===== config.mk =====
export PLATFORM = sky130hd
export DESIGN_NAME = multiword_adder_ctrl_flat
export DESIGN_NICKNAME = d
export VERILOG_FILES = /design/src/rtl/multiword_adder_ctrl_if.sv /design/src/rtl/multiword_adder_ctrl.sv /design/src/flat_wrapper.sv
export SDC_FILE = /design/constraint.sdc
export NUM_CORES = 1
export LEC_CHECK = 0
export CAP_MARGIN = 20
export CORE_MARGIN = 2
export CORE_UTILIZATION = 35
export CTS_CLUSTER_SIZE = 24
export DETAILED_ROUTE_END_ITERATION = 10
export GPL_ROUTABILITY_DRIVEN = 1
export HOLD_SLACK_MARGIN = 0.06
export SYNTH_ARGS = -nofsm -noshare
export SYNTH_HDL_FRONTEND = slang
export SYNTH_SLANG_ARGS = --single-unit

===== constraint.sdc =====
create_clock -name i_clk -period 6.8 [get_ports i_clk]
set_input_delay 1.02 -clock i_clk [delete_from_list [all_inputs] [get_ports i_clk]]
set_output_delay 1.02 -clock i_clk [all_outputs]
set_load 0.05 [all_outputs]

===== src/rtl/multiword_adder_ctrl_if.sv =====
// Handshake bundle between operand producer, word-serial adder and result consumer.
// The controller connects through the slave modport; a producer/consumer pair uses master.
interface multiword_adder_ctrl_if #(
    parameter int WIDTH = 4,
    parameter int WORDS = 4
);
    localparam int TOTAL_W = WIDTH * WORDS;

    logic               i_valid;
    logic               o_ready;
    logic [TOTAL_W-1:0] i_A;
    logic [TOTAL_W-1:0] i_B;
    logic               i_carry;
    logic               o_valid;
    logic               i_ready;
    logic [TOTAL_W-1:0] o_S;
    logic               o_carry;
    logic               o_busy;

    modport slave (
        input  i_valid, i_A, i_B, i_carry, i_ready,
        output o_ready, o_valid, o_S, o_carry, o_busy
    );

    modport master (
        output i_valid, i_A, i_B, i_carry, i_ready,
        input  o_ready, o_valid, o_S, o_carry, o_busy
    );
endinterface


===== src/rtl/multiword_adder_ctrl.sv =====
// Word-serial adder: one WIDTH-bit slice reused over WORDS cycles, LSW first,
// with a registered carry linking consecutive words.
module multiword_adder_ctrl #(
    parameter int WIDTH = 4,
    parameter int WORDS = 4
) (
    input  logic                 i_clk,
    input  logic                 i_rst_n,
    multiword_adder_ctrl_if.slave bus
);
    localparam int TOTAL_W = WIDTH * WORDS;
    localparam int IDX_W   = (WORDS > 1) ? $clog2(WORDS) : 1;
    localparam logic [IDX_W-1:0] LAST_IDX = IDX_W'(WORDS - 1);

    typedef enum logic [1:0] {
        IDLE = 2'd0,
        RUN  = 2'd1,
        DONE = 2'd2
    } state_t;

    state_t             state;
    state_t             state_next;
    logic [IDX_W-1:0]   idx;
    logic               carry_q;
    logic [TOTAL_W-1:0] a_q;
    logic [TOTAL_W-1:0] b_q;
    logic [TOTAL_W-1:0] s_q;
    logic               cout_q;

    logic               accept;
    logic               last_word;
    logic [WIDTH-1:0]   word_a;
    logic [WIDTH-1:0]   word_b;
    logic [WIDTH:0]     slice_sum;

    // One word of the ripple-carry slice: {carry, sum} = a + b + cin.
    function automatic logic [WIDTH:0] add_word(
        input logic [WIDTH-1:0] a,
        input logic [WIDTH-1:0] b,
        input logic             cin
    );
        return {1'b0, a} + {1'b0, b} + {{WIDTH{1'b0}}, cin};
    endfunction

    always_ff @(posedge i_clk or negedge i_rst_n) begin
        if (!i_rst_n) begin
            state <= IDLE;
        end else begin
            state <= state_next;
        end
    end

    always_comb begin
        state_next = state;
        unique case (state)
            IDLE:    if (bus.i_valid) state_next = RUN;
            RUN:     if (last_word)   state_next = DONE;
            DONE:    if (bus.i_ready) state_next = IDLE;
            default: state_next = IDLE;
        endcase
    end

    assign accept    = (state == IDLE) && bus.i_valid;
    assign last_word = (idx == LAST_IDX);

    always_comb begin
        word_a    = a_q[int'(idx) * WIDTH +: WIDTH];
        word_b    = b_q[int'(idx) * WIDTH +: WIDTH];
        slice_sum = add_word(word_a, word_b, carry_q);
    end

    // Operands are captured once; later changes on the bus cannot disturb a running sum.
    always_ff @(posedge i_clk or negedge i_rst_n) begin
        if (!i_rst_n) begin
            idx     <= '0;
            carry_q <= 1'b0;
            a_q     <= '0;
            b_q     <= '0;
            s_q     <= '0;
            cout_q  <= 1'b0;
        end else if (accept) begin
            a_q     <= bus.i_A;
            b_q     <= bus.i_B;
            carry_q <= bus.i_carry;
            idx     <= '0;
        end else if (state == RUN) begin
            s_q[int'(idx) * WIDTH +: WIDTH] <= slice_sum[WIDTH-1:0];
            carry_q <= slice_sum[WIDTH];
            if (last_word) begin
                cout_q <= slice_sum[WIDTH];
                idx    <= '0;
            end else begin
                idx    <= idx + 1'b1;
            end
        end
    end

    assign bus.o_ready = (state == IDLE);
    assign bus.o_busy  = (state == RUN);
    assign bus.o_valid = (state == DONE);
    assign bus.o_S     = s_q;
    assign bus.o_carry = cout_q;
endmodule


===== src/flat_wrapper.sv =====
// flat-port wrapper written by rule: the top's interface ports become plain ports
module multiword_adder_ctrl_flat 
#(
    parameter int WIDTH = 4,
    parameter int WORDS = 4
)
  (i_clk, i_rst_n, bus_i_valid, bus_i_A, bus_i_B, bus_i_carry, bus_i_ready, bus_o_ready, bus_o_valid, bus_o_S, bus_o_carry, bus_o_busy);
  multiword_adder_ctrl_if #(.WIDTH(WIDTH), .WORDS(WORDS)) bus_i ();
  input  logic i_clk;
  input  logic i_rst_n;
  input wire logic [$bits(bus_i.i_valid)-1:0] bus_i_valid;
  input wire logic [$bits(bus_i.i_A)-1:0] bus_i_A;
  input wire logic [$bits(bus_i.i_B)-1:0] bus_i_B;
  input wire logic [$bits(bus_i.i_carry)-1:0] bus_i_carry;
  input wire logic [$bits(bus_i.i_ready)-1:0] bus_i_ready;
  output wire logic [$bits(bus_i.o_ready)-1:0] bus_o_ready;
  output wire logic [$bits(bus_i.o_valid)-1:0] bus_o_valid;
  output wire logic [$bits(bus_i.o_S)-1:0] bus_o_S;
  output wire logic [$bits(bus_i.o_carry)-1:0] bus_o_carry;
  output wire logic [$bits(bus_i.o_busy)-1:0] bus_o_busy;
  assign bus_i.i_valid = bus_i_valid;
  assign bus_i.i_A = bus_i_A;
  assign bus_i.i_B = bus_i_B;
  assign bus_i.i_carry = bus_i_carry;
  assign bus_i.i_ready = bus_i_ready;
  assign bus_o_ready = bus_i.o_ready;
  assign bus_o_valid = bus_i.o_valid;
  assign bus_o_S = bus_i.o_S;
  assign bus_o_carry = bus_i.o_carry;
  assign bus_o_busy = bus_i.o_busy;
  multiword_adder_ctrl #(.WIDTH(WIDTH), .WORDS(WORDS)) u_core (.i_clk(i_clk), .i_rst_n(i_rst_n), .bus(bus_i));
endmodule

* Yosys cells after proc, flatten, opt, wreduce, memory -nomap -nowiden
Cells that the tools add are included.
** Storage, ports and cells
- Register bits :: 54
- Word-level logic and storage cells :: 38
** Cells by class
- $add $sub $neg :: 4
- Bitwise gates (word level) :: 1
- Shift-type cells :: 4
- Equality and inequality tests :: 6
- Reductions and logical operators :: 6
- Multiplexer cells :: 10
** Operators with widths (count)
- $neg 4->33 :: 1
- $shift 4x33->16 const A :: 1
- $shiftx 4x33->16 :: 1
- $shiftx 16x5->4 :: 2
- $bwmux 16 :: 1
- $mux 2 :: 6
- $pmux 2 s3 :: 1
- $reduce_and 3->1 :: 2
- $add 4x4->5 :: 1
- $add 5x1->5 :: 1
- $eq 2x2->1 const B :: 2
- $ne 2x2->1 const B :: 2
- $add 2x1->2 const B :: 1
- $eq 2x1->1 const B :: 1
- $logic_not 2->1 :: 1
- $mux 1 :: 2
- $ne 2x1->1 const B :: 1
- $reduce_and 2->1 :: 1
- $reduce_bool 2->1 :: 1
- $logic_and 1x1->1 :: 1
- $not 1->1 :: 1

* Longest topological paths before layout
- Depth after elaboration :: 5
- Gate-level depth with buffers :: 10

* Worst setup path after synthesis
No wires, ideal clock.
- Path type :: reg-to-reg
- Start point :: register u_core.idx[0]
- End point :: register u_core.s_q[1], in the netlist u_core.bus.o_S[1]
- Arrival :: 2308 ps
- Cell stages (with the launch flop) :: 8
- Setup time :: 95 ps
- Path slack :: 4396 ps
- Data required time :: 6705 ps
- Cell sequence :: dfrtp_1 buf_6 buf_6 mux4_2 fa_1 inv_1 fa_1 o31ai_1
** Between the ends
- Word-level cells in the longest chain between the ends :: 5
- Elaborated cells on any way between the ends :: 8
- Classes of those cells :: add/sub: 3; shift: 4; mux: 1
** Ends and longest elaborated chain
- start: declaration :: RTL line multiword_adder_ctrl.sv:23 : logic [IDX_W-1:0] idx;
- start signal: assignment :: RTL line multiword_adder_ctrl.sv:93 : idx <= idx + 1'b1;
- $shiftx 16x5->4 (on tied branches) :: RTL line multiword_adder_ctrl.sv:67, multiword_adder_ctrl.sv:68
- $add 4x4->5 :: RTL line multiword_adder_ctrl.sv:42 : return {1'b0, a} + {1'b0, b} + {{WIDTH{1'b0}}, cin};
- $add 5x1->5 :: RTL line multiword_adder_ctrl.sv:42
- $shiftx 4x33->16 :: RTL line multiword_adder_ctrl.sv:87 : s_q[int'(idx) * WIDTH +: WIDTH] <= slice_sum[WIDTH-1:0];
- $bwmux 16 * :: RTL line multiword_adder_ctrl.sv:87
- end signal: indexed assignment :: RTL line multiword_adder_ctrl.sv:87
- end: declaration :: RTL line multiword_adder_ctrl.sv:27 : logic [TOTAL_W-1:0] s_q;
Every way passes the cells marked *; elsewhere a longest branch is shown, timed or not.
A chain may end at the register's enable or synchronous reset.

* Worst setup path after layout
- Start point :: register u_core.state[1]
- End point :: output bus_o_busy
** Between the ends
- Word-level cells in the longest chain between the ends :: 1
** Ends and longest elaborated chain
- start: declaration :: RTL line multiword_adder_ctrl.sv:21 : state_t state;
- start signal: assignment :: RTL line multiword_adder_ctrl.sv:49 : state <= state_next;
- $eq 2x1->1 :: RTL line multiword_adder_ctrl.sv:99 : assign bus.o_busy = (state == RUN);
- end: declaration :: RTL line flat_wrapper.sv:20 : output wire logic [$bits(bus_i.o_busy)-1:0] bus_o_busy;
Every way passes these cells.

==> results.cfg <==
[status]
outcome = completed

[pwr]
switching_share = 0.456
power_density_nw_per_um2 = 496
pwr-share-seq = 0.343
combPwrFrac = 0.542
clkPwrFrac = 0.115
leakage_nw = 1.57
p_int_w = 0.000885
peakVddDrop_mv = 0.220
p_sw_w = 0.000743

[final_layout]
synthToLayoutAreaGrowth_pct = 28.5
fin_util = 0.458
nNetsFinal = 351
n_antenna_cell = 0
fin_cells = 403
layout_commonest_cell = nand2_1
mostFrequentLayoutCells = nand2_1 (112), clkdlybuf4s50_1 (55), dfrtp_1 (54)
drive_gt1_frac = 0.105
final_area_um2 = 3280

[synth]
ys_seq_area_frac = 0.529
ys_warn_count = 0
synth.ff_latch_count = 54
synth_area_um2 = 2560
avgSynthCellArea_um2 = 10.3
synth_nets = 295
netlist_instances = 247
synthDistinctLibCells = 31

[hold_path]
timing.hold.worst.class = flop to flop

[sta]
finalCritPeriodShare = 0.431
hold_viol_final = 0
drv_slew = 0
rsz0062_at_grt = no
slew_headroom = 0.289
tightest_slew_ns = 1.06
final.setup.tns_ns = 0
setup_violations = 0
hold_slack_ns = 0.479
clock_skew_ns = 0.00722
timing.final.crit_period_ns = 2.93
max_freq_ghz = 0.341

[setup_path]
cp_cell_sequence = nand2b_4 -> inv_4 -> clkdlybuf4s50_1
cp.arrival_ns = 1.91
worstPathBufferInverterCount = 2
slowest_stage = clkdlybuf4s50_1
crit_type = flop to output pin
cp_data_required_time_ns = 5.78
critPathLaunchType = flop
critical_path.max_fanout = 9
cp_top_family = buffers and inverters
crit_path_max_incr_delay_ns = 0.82
end_kind = output pin

[grt]
grt_pass1_vias = 1824
grt_pass1_wl_mm = 8.57
antenna_found_initial = 0
overflow = 0
grt_max_degree = 55
grt_use_total = 0.140

[job]
drv_cap = 0

[placed_design]
dpl.cell_count = 395
port_buffers = 56
hpwl_mm = 3.68
place_area_um2 = 3190
finalWeightedCongestion = 0.767

[cts]
h-tree-depth = 2
cts_hold_buffers = 0
cts_setup_buffers = 0
clock_latency_ns = 0.31
clk_path_buf_depth = 2
root_buffer = clkbuf_8
clkTransAtPathRegs_ns = 0.09
cts-resized-gates = 0
cts_tree = built
clock_sinks = 54
cts_made_buffers = 5

[detailed_routing]
post-route-drc-count = 0
dr.pass1.iters = 4
totalWireLength_mm = 5.19
vias_per_cell = 4.57
wl_per_cell_um = 12.9
drt_iter0_drc = 110
num_vias = 1841
ant_nets = 0

[die]
core_area_um2 = 7180
chipHeight_um = 89.5
start_util = 0.356
ios = 57
die_w_um = 89.5
die_area_um2 = 8000
core.rowCount = 31
## cells by family after synthesis
| family | Yosys count | share of synthesized area |
|---|---|---|
| adder cells (fa/ha/maj) | 11 | 0.0597 |
| multiplexers | 8 | 0.0720 |
| flip-flops | 54 | 0.529 |
| XOR/XNOR | 2 | 0.00685 |
| buffers and inverters | 17 | 0.0362 |
| AND/OR/NAND/NOR | 128 | 0.217 |
| AO/OA/AOI/OAI | 27 | 0.0793 |
## layout make-up
type	count	area (um^2)
clock buffers	7	86.3
well taps	99	124
inverters	8	35.0
multi-input cells	176	1110
fillers	691	3890
repair buffers	58	571
clock inverters	1	5.00
flip-flops and latches	54	1350
## state kept, by name (all words and copies together), names as in the netlist
| signal | count |
|---|---|
| u_core.a_q | 16 |
| u_core.b_q | 16 |
| u_core.bus.o_S | 16 |
| u_core.idx | 2 |
| u_core.state | 2 |
| u_core.bus.o_carry | 1 |
| u_core.carry_q | 1 |
## worst paths after layout
kind                                                   from                        endpoint  slack (ns)  depth (start not counted)
worst max-delay path            u_core.state[1]$_DFFE_PN0P_                      bus_o_busy        3.87                          3
worst min-delay path             u_core.a_q[14]$_DFFE_PN0P_      u_core.a_q[14]$_DFFE_PN0P_        0.48                          2
worst max register to register    u_core.idx[0]$_DFFE_PN0P_   u_core.bus.o_S[7]$_DFFE_PN0P_        3.88                          6
worst min register to register   u_core.a_q[14]$_DFFE_PN0P_      u_core.a_q[14]$_DFFE_PN0P_        0.48                          2
max in group asynchronous                           i_rst_n     u_core.state[0]$_DFFE_PN0P_        5.52                          2
min in group asynchronous                           i_rst_n  u_core.bus.o_S[12]$_DFFE_PN0P_        0.82                          2
## stage by stage
step	power (W)	setup WS, ns
floorplan	0.00120	4.40
CTS	0.00166	3.81
finish	0.00163	3.87
global placement	0.00145	3.88
global route	0.00176	3.68
detailed placement	0.00146	3.84
## metal layers
layer / vias up / global-route usage / part of all wire
met5: - / 0 / 0
met4: 0 / 0.0326 / 0.011
met3: 6 / 0.0332 / 0.033
met2: 50 / 0.240 / 0.48
met1: 862 / 0.181 / 0.48
li1: 923 / - / -
## cell usage after synthesis (all sizes together)
library cell / count / area (um^2)
fa: 2 / 40.0
a21oi: 2 / 10.0
nand2b: 2 / 20.0
xnor2: 1 / 8.76
buf: 9 / 57.6
nand2: 114 / 438
inv: 8 / 35.0
a21o: 2 / 15.0
a22oi: 1 / 7.51
and3: 2 / 12.5
o21ai: 8 / 40.0
a22o: 8 / 75.1
dfrtp: 54 / 1350
o31ai: 6 / 55.1
nor2: 5 / 26.3
or3: 1 / 11.3
nor3b: 2 / 37.5
ha: 9 / 113
mux4: 8 / 184
xor2: 1 / 8.76
nand3: 2 / 10.0
## power by group through the flow
stage	Clock [W]	Combinational [W]	Sequential, W
finish	0.000188	0.000883	0.000558
global route	0.000204	0.000980	0.000579
CTS	0.000192	0.000902	0.000562
detailed placement	0	0.000895	0.000567
global placement	0	0.000881	0.000565
floorplan	0	0.000597	0.000606
## worst reg2reg max path, delay by kind of cell (launching register included)
| kind | cells | cell delay, ns |
|---|---|---|
| adder cells (fa/ha/maj) | 1 | 0.43 |
| AO/OA/AOI/OAI | 3 | 0.57 |
| multiplexers | 1 | 0.68 |
| flip-flops | 1 | 0.89 |
| XOR/XNOR | 1 | 0.30 |
(Power assumes the default switching activity.)
